File: src/rtl/mips_enc_pkg.sv
// MIPS encoding constants, beat payload and word-assembly helpers for instr_encoder.
package mips_enc_pkg;

    localparam int unsigned WORD_W = 32;

    // ALU op codes as produced by the decode stage
    localparam logic [3:0] OP_AND = 4'd0;
    localparam logic [3:0] OP_OR  = 4'd1;
    localparam logic [3:0] OP_ADD = 4'd2;
    localparam logic [3:0] OP_SUB = 4'd6;
    localparam logic [3:0] OP_SLT = 4'd7;
    localparam logic [3:0] OP_NOR = 4'd12;

    // Primary opcodes
    localparam logic [5:0] OPC_R    = 6'h00;
    localparam logic [5:0] OPC_ADDI = 6'h08;
    localparam logic [5:0] OPC_SLTI = 6'h0A;
    localparam logic [5:0] OPC_J    = 6'h02;
    localparam logic [5:0] OPC_JAL  = 6'h03;

    // R-form function codes
    localparam logic [5:0] FN_ADD = 6'h20;
    localparam logic [5:0] FN_SUB = 6'h22;
    localparam logic [5:0] FN_AND = 6'h24;
    localparam logic [5:0] FN_OR  = 6'h25;
    localparam logic [5:0] FN_NOR = 6'h27;
    localparam logic [5:0] FN_SLT = 6'h2A;

    typedef enum logic [2:0] {
        JT_NONE = 3'd0,
        JT_J    = 3'd1,
        JT_JAL  = 3'd2
    } jump_t;

    // Word substituted for any bundle that cannot be encoded
    localparam logic [WORD_W-1:0] NOP_WORD = 32'h0000_0000;

    typedef struct packed {
        logic [WORD_W-1:0] word;
        logic              err;
    } enc_beat_t;

    function automatic logic [WORD_W-1:0] r_word(input logic [4:0] rs, input logic [4:0] rt,
                                                 input logic [4:0] rd, input logic [5:0] fn);
        return {OPC_R, rs, rt, rd, 5'd0, fn};
    endfunction

    function automatic logic [WORD_W-1:0] i_word(input logic [5:0] opc, input logic [4:0] rs,
                                                 input logic [4:0] rt, input logic [15:0] imm16);
        return {opc, rs, rt, imm16};
    endfunction

    function automatic logic [WORD_W-1:0] j_word(input logic [5:0] opc, input logic [25:0] target);
        return {opc, target};
    endfunction

endpackage

File: src/rtl/instr_enc_comb.sv
// Combinational field-to-word encoder; unencodable bundles become NOP with err set.
// Jump forms are encoded only when INSTR_ENC_JUMP_EN is defined.
module instr_enc_comb
    import mips_enc_pkg::*;
#(
    parameter int unsigned DWIDTH = 32
) (
    input  logic [3:0]        op,
    input  logic              ssel,
    input  logic [DWIDTH-1:0] imm,
    input  logic [4:0]        rs1_id,
    input  logic [4:0]        rs2_id,
    input  logic [4:0]        rdst_id,
    input  logic [2:0]        jump_type,
    input  logic [DWIDTH-7:0] jump_addr,
    output enc_beat_t         beat
);

    logic [DWIDTH-1:0] imm_sext;
    logic              imm_ok;
    logic [5:0]        fn;
    logic              fn_ok;

    // Immediate must survive truncation to 16 bits
    assign imm_sext = {{(DWIDTH-16){imm[15]}}, imm[15:0]};
    assign imm_ok   = (imm == imm_sext);

    // R-form function code lookup
    always_comb begin
        fn    = FN_ADD;
        fn_ok = 1'b1;
        case (op)
            OP_ADD:  fn = FN_ADD;
            OP_SUB:  fn = FN_SUB;
            OP_AND:  fn = FN_AND;
            OP_OR:   fn = FN_OR;
            OP_NOR:  fn = FN_NOR;
            OP_SLT:  fn = FN_SLT;
            default: fn_ok = 1'b0;
        endcase
    end

`ifndef INSTR_ENC_JUMP_EN
    logic unused_jump_addr;
    assign unused_jump_addr = ^jump_addr;
`endif

    // Form selection: jump overrides op/ssel, then register form, then immediate form
    always_comb begin
        beat.word = NOP_WORD;
        beat.err  = 1'b0;
        if (jump_type != 3'(JT_NONE)) begin
`ifdef INSTR_ENC_JUMP_EN
            if (jump_type == 3'(JT_J)) begin
                beat.word = j_word(OPC_J, jump_addr[25:0]);
            end else if (jump_type == 3'(JT_JAL)) begin
                beat.word = j_word(OPC_JAL, jump_addr[25:0]);
            end else begin
                beat.err = 1'b1;
            end
`else
            beat.err = 1'b1;
`endif
        end else if (ssel) begin
            if (fn_ok) begin
                beat.word = r_word(rs1_id, rs2_id, rdst_id, fn);
            end else begin
                beat.err = 1'b1;
            end
        end else if (imm_ok && (op == OP_ADD)) begin
            beat.word = i_word(OPC_ADDI, rs1_id, rdst_id, imm[15:0]);
        end else if (imm_ok && (op == OP_SLT)) begin
            beat.word = i_word(OPC_SLTI, rs1_id, rdst_id, imm[15:0]);
        end else begin
            beat.err = 1'b1;
        end
    end

endmodule

File: src/rtl/instr_encoder.sv
// Two-stage valid/ready instruction encoder feeding an imem write port.
// Optional jump encoding: define INSTR_ENC_JUMP_EN.
module instr_encoder
    import mips_enc_pkg::*;
#(
    parameter int unsigned DWIDTH = 32,
    parameter int unsigned DEPTH  = 256,
    parameter logic [31:0] BASE   = 32'h0000_0000
) (
    input  logic              clk,
    input  logic              rstn,
    input  logic              clr,
    input  logic              in_valid,
    output logic              in_ready,
    input  logic [3:0]        op,
    input  logic              ssel,
    input  logic [DWIDTH-1:0] imm,
    input  logic [4:0]        rs1_id,
    input  logic [4:0]        rs2_id,
    input  logic [4:0]        rdst_id,
    input  logic [2:0]        jump_type,
    input  logic [DWIDTH-7:0] jump_addr,
    output logic              out_valid,
    input  logic              out_ready,
    output logic [DWIDTH-1:0] out_instr,
    output logic [31:0]       out_addr,
    output logic              out_err,
    output logic [7:0]        err_cnt
);

    localparam logic [31:0] LAST_ADDR = BASE + 32'(4 * (DEPTH - 1));
    localparam logic [7:0]  ERR_MAX   = 8'hFF;

    enc_beat_t         enc_beat;
    logic              s1_valid;
    logic [DWIDTH-1:0] s1_word;
    logic              s1_err;
    logic              s2_free;
    logic              s1_free;
    logic              in_fire;
    logic              out_fire;

    instr_enc_comb #(
        .DWIDTH (DWIDTH)
    ) u_comb (
        .op        (op),
        .ssel      (ssel),
        .imm       (imm),
        .rs1_id    (rs1_id),
        .rs2_id    (rs2_id),
        .rdst_id   (rdst_id),
        .jump_type (jump_type),
        .jump_addr (jump_addr),
        .beat      (enc_beat)
    );

    // Handshake qualifiers; a stage is free if empty or its contents move on this edge
    assign s2_free  = !out_valid || out_ready;
    assign s1_free  = !s1_valid || s2_free;
    assign in_ready = !clr && s1_free;
    assign in_fire  = in_valid && in_ready;
    assign out_fire = out_valid && out_ready;

    // Stage 1: capture encoded word on input handshake
    always_ff @(posedge clk or negedge rstn) begin
        if (!rstn) begin
            s1_valid <= 1'b0;
            s1_word  <= '0;
            s1_err   <= 1'b0;
        end else if (clr) begin
            s1_valid <= 1'b0;
        end else begin
            if (s1_free) begin
                s1_valid <= in_fire;
            end
            if (in_fire) begin
                s1_word <= DWIDTH'(enc_beat.word);
                s1_err  <= enc_beat.err;
            end
        end
    end

    // Stage 2: output register
    always_ff @(posedge clk or negedge rstn) begin
        if (!rstn) begin
            out_valid <= 1'b0;
            out_instr <= '0;
            out_err   <= 1'b0;
        end else if (clr) begin
            out_valid <= 1'b0;
        end else if (s2_free) begin
            out_valid <= s1_valid;
            if (s1_valid) begin
                out_instr <= s1_word;
                out_err   <= s1_err;
            end
        end
    end

    // Byte address of the word at the output, wrapping after DEPTH words
    always_ff @(posedge clk or negedge rstn) begin
        if (!rstn) begin
            out_addr <= BASE;
        end else if (clr) begin
            out_addr <= BASE;
        end else if (out_fire) begin
            out_addr <= (out_addr == LAST_ADDR) ? BASE : out_addr + 32'd4;
        end
    end

    // Saturating count of delivered error beats; survives clr
    always_ff @(posedge clk or negedge rstn) begin
        if (!rstn) begin
            err_cnt <= '0;
        end else if (out_fire && out_err && (err_cnt != ERR_MAX)) begin
            err_cnt <= err_cnt + 8'd1;
        end
    end

endmodule

File: config.mk
export PLATFORM = sky130hd
export DESIGN_NAME = instr_encoder
export DESIGN_NICKNAME = d
export VERILOG_FILES = /design/src/rtl/mips_enc_pkg.sv /design/src/rtl/instr_enc_comb.sv /design/src/rtl/instr_encoder.sv
export SDC_FILE = /design/constraint.sdc
export NUM_CORES = 1
export LEC_CHECK = 0
export CORE_MARGIN = 2
export CORE_UTILIZATION = 30
export CTS_CLUSTER_DIAMETER = 40
export DETAILED_ROUTE_END_ITERATION = 6
export PLACE_DENSITY_LB_ADDON = 0.05
export RECOVER_POWER = 50
export SETUP_SLACK_MARGIN = 0.2
export SLEW_MARGIN = 20
export SYNTH_ARGS = -nofsm -noshare
export SYNTH_HDL_FRONTEND = slang
export SYNTH_SLANG_ARGS = --single-unit
export TNS_END_PERCENT = 5
File: constraint.sdc
create_clock -name clk -period 2.8 [get_ports clk]
set_clock_uncertainty 0.1 [all_clocks]
set_input_delay 0.56 -clock clk [delete_from_list [all_inputs] [get_ports clk]]
set_output_delay 0.56 -clock clk [all_outputs]
set_load 0.02 [all_outputs]
==> summary.txt <==
Status
  – Outcome: complete, but fails checks
  – Failing checks: capacitance limit, slew limit

Global route
  – Antenna violations before repair: 0
  – Gr ovfl total: 0
  – First-pass GRT wire length: 20000 µm
  – Global Route Usage Sum: 0.157
  – M3 GR Usage: 0.0476
  – Vias in the first global route: 3872
  – GRT busiest layer: met2
  – M1 GR Usage: 0.195
  – Grt met2 use: 0.252
  – Largest net degree at the start of global routing: 46

Floorplan
  – Site Rows: 45
  – Die area: 16400 µm²
  – Die Y: 128 µm
  – Core area: 15100 µm²
  – Boundary Pins: 161
  – Starting density of the core: 0.306
  – Die Wd: 128 µm

Yosys
  – Synth Area per Inst: 11.3 µm²
  – Yosys cell types: 57
  – Dominant synthesized flop cell: dfrtp_1
  – Post-Syn Instances: 410
  – Xor and xnor area share after synthesis: 0.0454
  – Largest family of logic cells by synthesized area: simple AND/OR/NAND/NOR gates
  – Ys async rst share: 1.00
  – Compound-Gate Fraction of Synth Area: 0.136
  – Ys Warns: 0
  – Mux contribution to synthesized area: 0.0754
  – Sequential area share after synthesis: 0.530
  – Post-Synth Adder-Cell Area: 0.00811
  – Number of synthesized register bits: 98
  – Synth Area in Simple Gates: 0.168
  – Mapped cell area: 4630 µm²
  – Post-synth EDFFs: 0

Critical path
  – Slowest stage cell on the critical path: dlygate4sd3_1
  – CP Class: input port to output pin
  – Setup crit end kind: output pin
  – Peak fanout along the critical path: 3
  – CP Launch Type: input port
  – Reg2reg setup slack: 470 ps
  – Worst-path cell chain: dlygate4sd3_1 -> nor2b_1 -> a21oi_1 -> dlygate4sd2_1
  – CP max stage delay: 540 ps
  – Arrival @ worst endpoint: 1860 ps
  – Required time worst endpoint: 2140 ps

Placement
  – RD Place Congestion: 0.782
  – Post-place setup slack: 67.4 ps
  – Hpwl dp: 8930 µm
  – PortBufs: 128
  – Placed instance area: 6230 µm²

Detailed routing
  – Via count: 3746
  – Average wire per standard cell: 16.7 µm
  – First-pass DRT Iterations: 4
  – DRT iter0 DRCs: 140
  – Routed WL: 12500 µm
  – Antenna Nets Post-Route: 0
  – Routed vias/inst: 5.01
  – DRC viols: 0

STA
  – RSZ-0062 raised after global routing: false
  – Final-report hold violation count: 0
  – Setup TNS: 0 ps
  – Min cycle time layout: 2520 ps
  – Relative slew slack: -0.453
  – Fmax: 396 MHz
  – Fin crit share: 0.901
  – Final setup viols: 0
  – Worst-Margin Slew: 2180 ps
  – Final Slew Violations: 37
  – Worst Slack Setup Final: 278 ps

Finish
  – Final net count: 643
  – Ant diodes: 0
  – Layout cell share with drive strength beyond 1: 0.134
  – Design Area, Final: 6480 µm²
  – Area growth, synth to finish: 40.0%

CTS
  – Root buffer cell: clkbuf_16
  – Total CTS buffers: 9
  – Clk Latency, worst-skew pair: 360 ps
  – Clk buf depth: 2
  – H-tree Lvls: 3
  – CTS sink cnt: 98
  – Clk pin slew, worst setup/hold paths: 70 ps
  – CTS tree: done

Power
  – P per Cell Area: 485 nW/µm²
  – Pleak: 2.92 nW
  – Design Power: 3.14 mW
  – Worst VDD drop: 0.264 mV

Flow run
  – # Max-Cap Violations: 1

Worst hold path
  – Hold/Removal Path Class: flop to flop
[worst max-delay path, delay by kind of cell]
family                 cells  cell delay, ps
and+or+nand+nor            1              60
buffers and inverters      2             920
AOI/OAI and AO/OA          1             320
[metal layers]
layer	vias to the layer above	routed length, µm	share of wire
met4	0	267	0.021
met5	-	0	0
li1	1790	-	-
met2	106	5740	0.46
met3	19	846	0.068
met1	1831	5620	0.45
[logic make-up after synthesis]
group                    Yosys count
AND/OR/NAND/NOR                  141
flip-flops                        98
AO/OA/AOI/OAI                     80
buffers and inverters             32
multiplexers                      31
XOR/XNOR                          24
adder cells (fa/ha/maj)            3
other                              1
[where the power goes]
group          internal (mW)  switching [mW]
registers               1.46          0.0548
clock network          0.616           0.591
logic                  0.215           0.205
[registers in the layout, summed over array words and instances (netlist names)]
register   count
err_cnt        8
s1_word       28
s1_valid       1
out_instr     28
s1_err         1
out_valid      1
out_err        1
out_addr      30
[synthesized netlist by cell type, types with 2 or more instances]
master | instances | share of area
a31oi_1 | 5 | 0.0068
nand3b_1 | 2 | 0.0032
ha_1 | 3 | 0.0081
o22a_1 | 2 | 0.0038
nor3_1 | 13 | 0.014
buf_4 | 8 | 0.013
o41ai_1 | 2 | 0.0038
nor2_1 | 28 | 0.023
or3_1 | 2 | 0.0027
nand3_1 | 15 | 0.016
o21ai_1 | 2 | 0.0022
o21bai_1 | 2 | 0.0032
o32ai_1 | 2 | 0.0038
a221o_1 | 5 | 0.011
o21ai_0 | 4 | 0.0043
o31ai_1 | 2 | 0.0032
o311ai_0 | 2 | 0.0038
inv_1 | 12 | 0.0097
and2_1 | 3 | 0.0041
a22o_1 | 21 | 0.040
nor2b_1 | 4 | 0.0054
and4_1 | 5 | 0.0095
or4_1 | 2 | 0.0032
and3b_1 | 2 | 0.0038
mux2_2 | 31 | 0.075
and3_2 | 2 | 0.0032
nand4_1 | 11 | 0.015
xnor2_1 | 15 | 0.028
nor3b_1 | 2 | 0.0032
xor2_1 | 9 | 0.017
nor4_1 | 7 | 0.0095
o22ai_1 | 2 | 0.0027
a21o_1 | 13 | 0.021
dfrtp_1 | 98 | 0.53
o211a_1 | 2 | 0.0043
nand4_2 | 3 | 0.0081
clkbuf_1 | 5 | 0.0041
buf_2 | 6 | 0.0065
a21oi_1 | 7 | 0.0076
and3_1 | 4 | 0.0054
nand2_1 | 29 | 0.024
[per-stage QoR]
stage	instances	util	hold slack, ps
floorplan	415	-	164
global placement	731	0.412	353
detailed placement	731	0.412	369
CTS	747	0.430	86.6
global route	747	0.428	390
finish	747	0.428	378
[what timing repair did]
action                     4_1_cts  5_1_grt
setup endpoints to repair        1       10
buffers inserted                 0        0
resized for setup                1        1
hold buffers                     0        0
[cell usage in the layout (no fill, tap or decap), drive strengths merged, types with 3 or more instances in the layout]
cell	Yosys	final
xor2	9	9
clkinv	0	4
and3	6	6
a22o	21	21
conb	1	6
inv	12	14
ha	3	3
a21o	13	13
nor2	29	29
a21oi	7	7
nand2	29	29
buf	15	16
a31oi	5	5
o21ai	6	6
dfrtp	98	98
a221o	5	5
and2	3	3
o21bai	3	3
nor4	8	8
nand4	14	14
o31ai	3	3
dlygate4sd3	0	6
and4	5	5
nor3	14	14
clkdlybuf4s50	0	120
nor2b	4	4
nand3	15	15
xnor2	15	15
clkbuf	5	15
mux2	31	31
[cell type report]
type / instances / area (µm²)
Inverter: 12 / 45.0
Sequential cell: 98 / 2450
Clock buffer: 10 / 229
Multi-Input combinational cell: 285 / 2030
Timing Repair Buffer: 148 / 1440
Fill cell: 1463 / 8660
Clock inverter: 6 / 51.3
Tap cell: 188 / 235
[final timing paths]
path,from,to,cells past startpoint
worst min-delay path,s1_word[29],s1_word[29],1
max in group asynchronous,rstn,s1_word[4],1
worst max-delay path,out_ready,in_ready,4
worst max register to register,out_addr[2],out_addr[25],6
min in group asynchronous,rstn,out_addr[14],1
worst min register to register,s1_word[29],s1_word[29],1
Note: power is estimated with default switching activity, not from simulation.
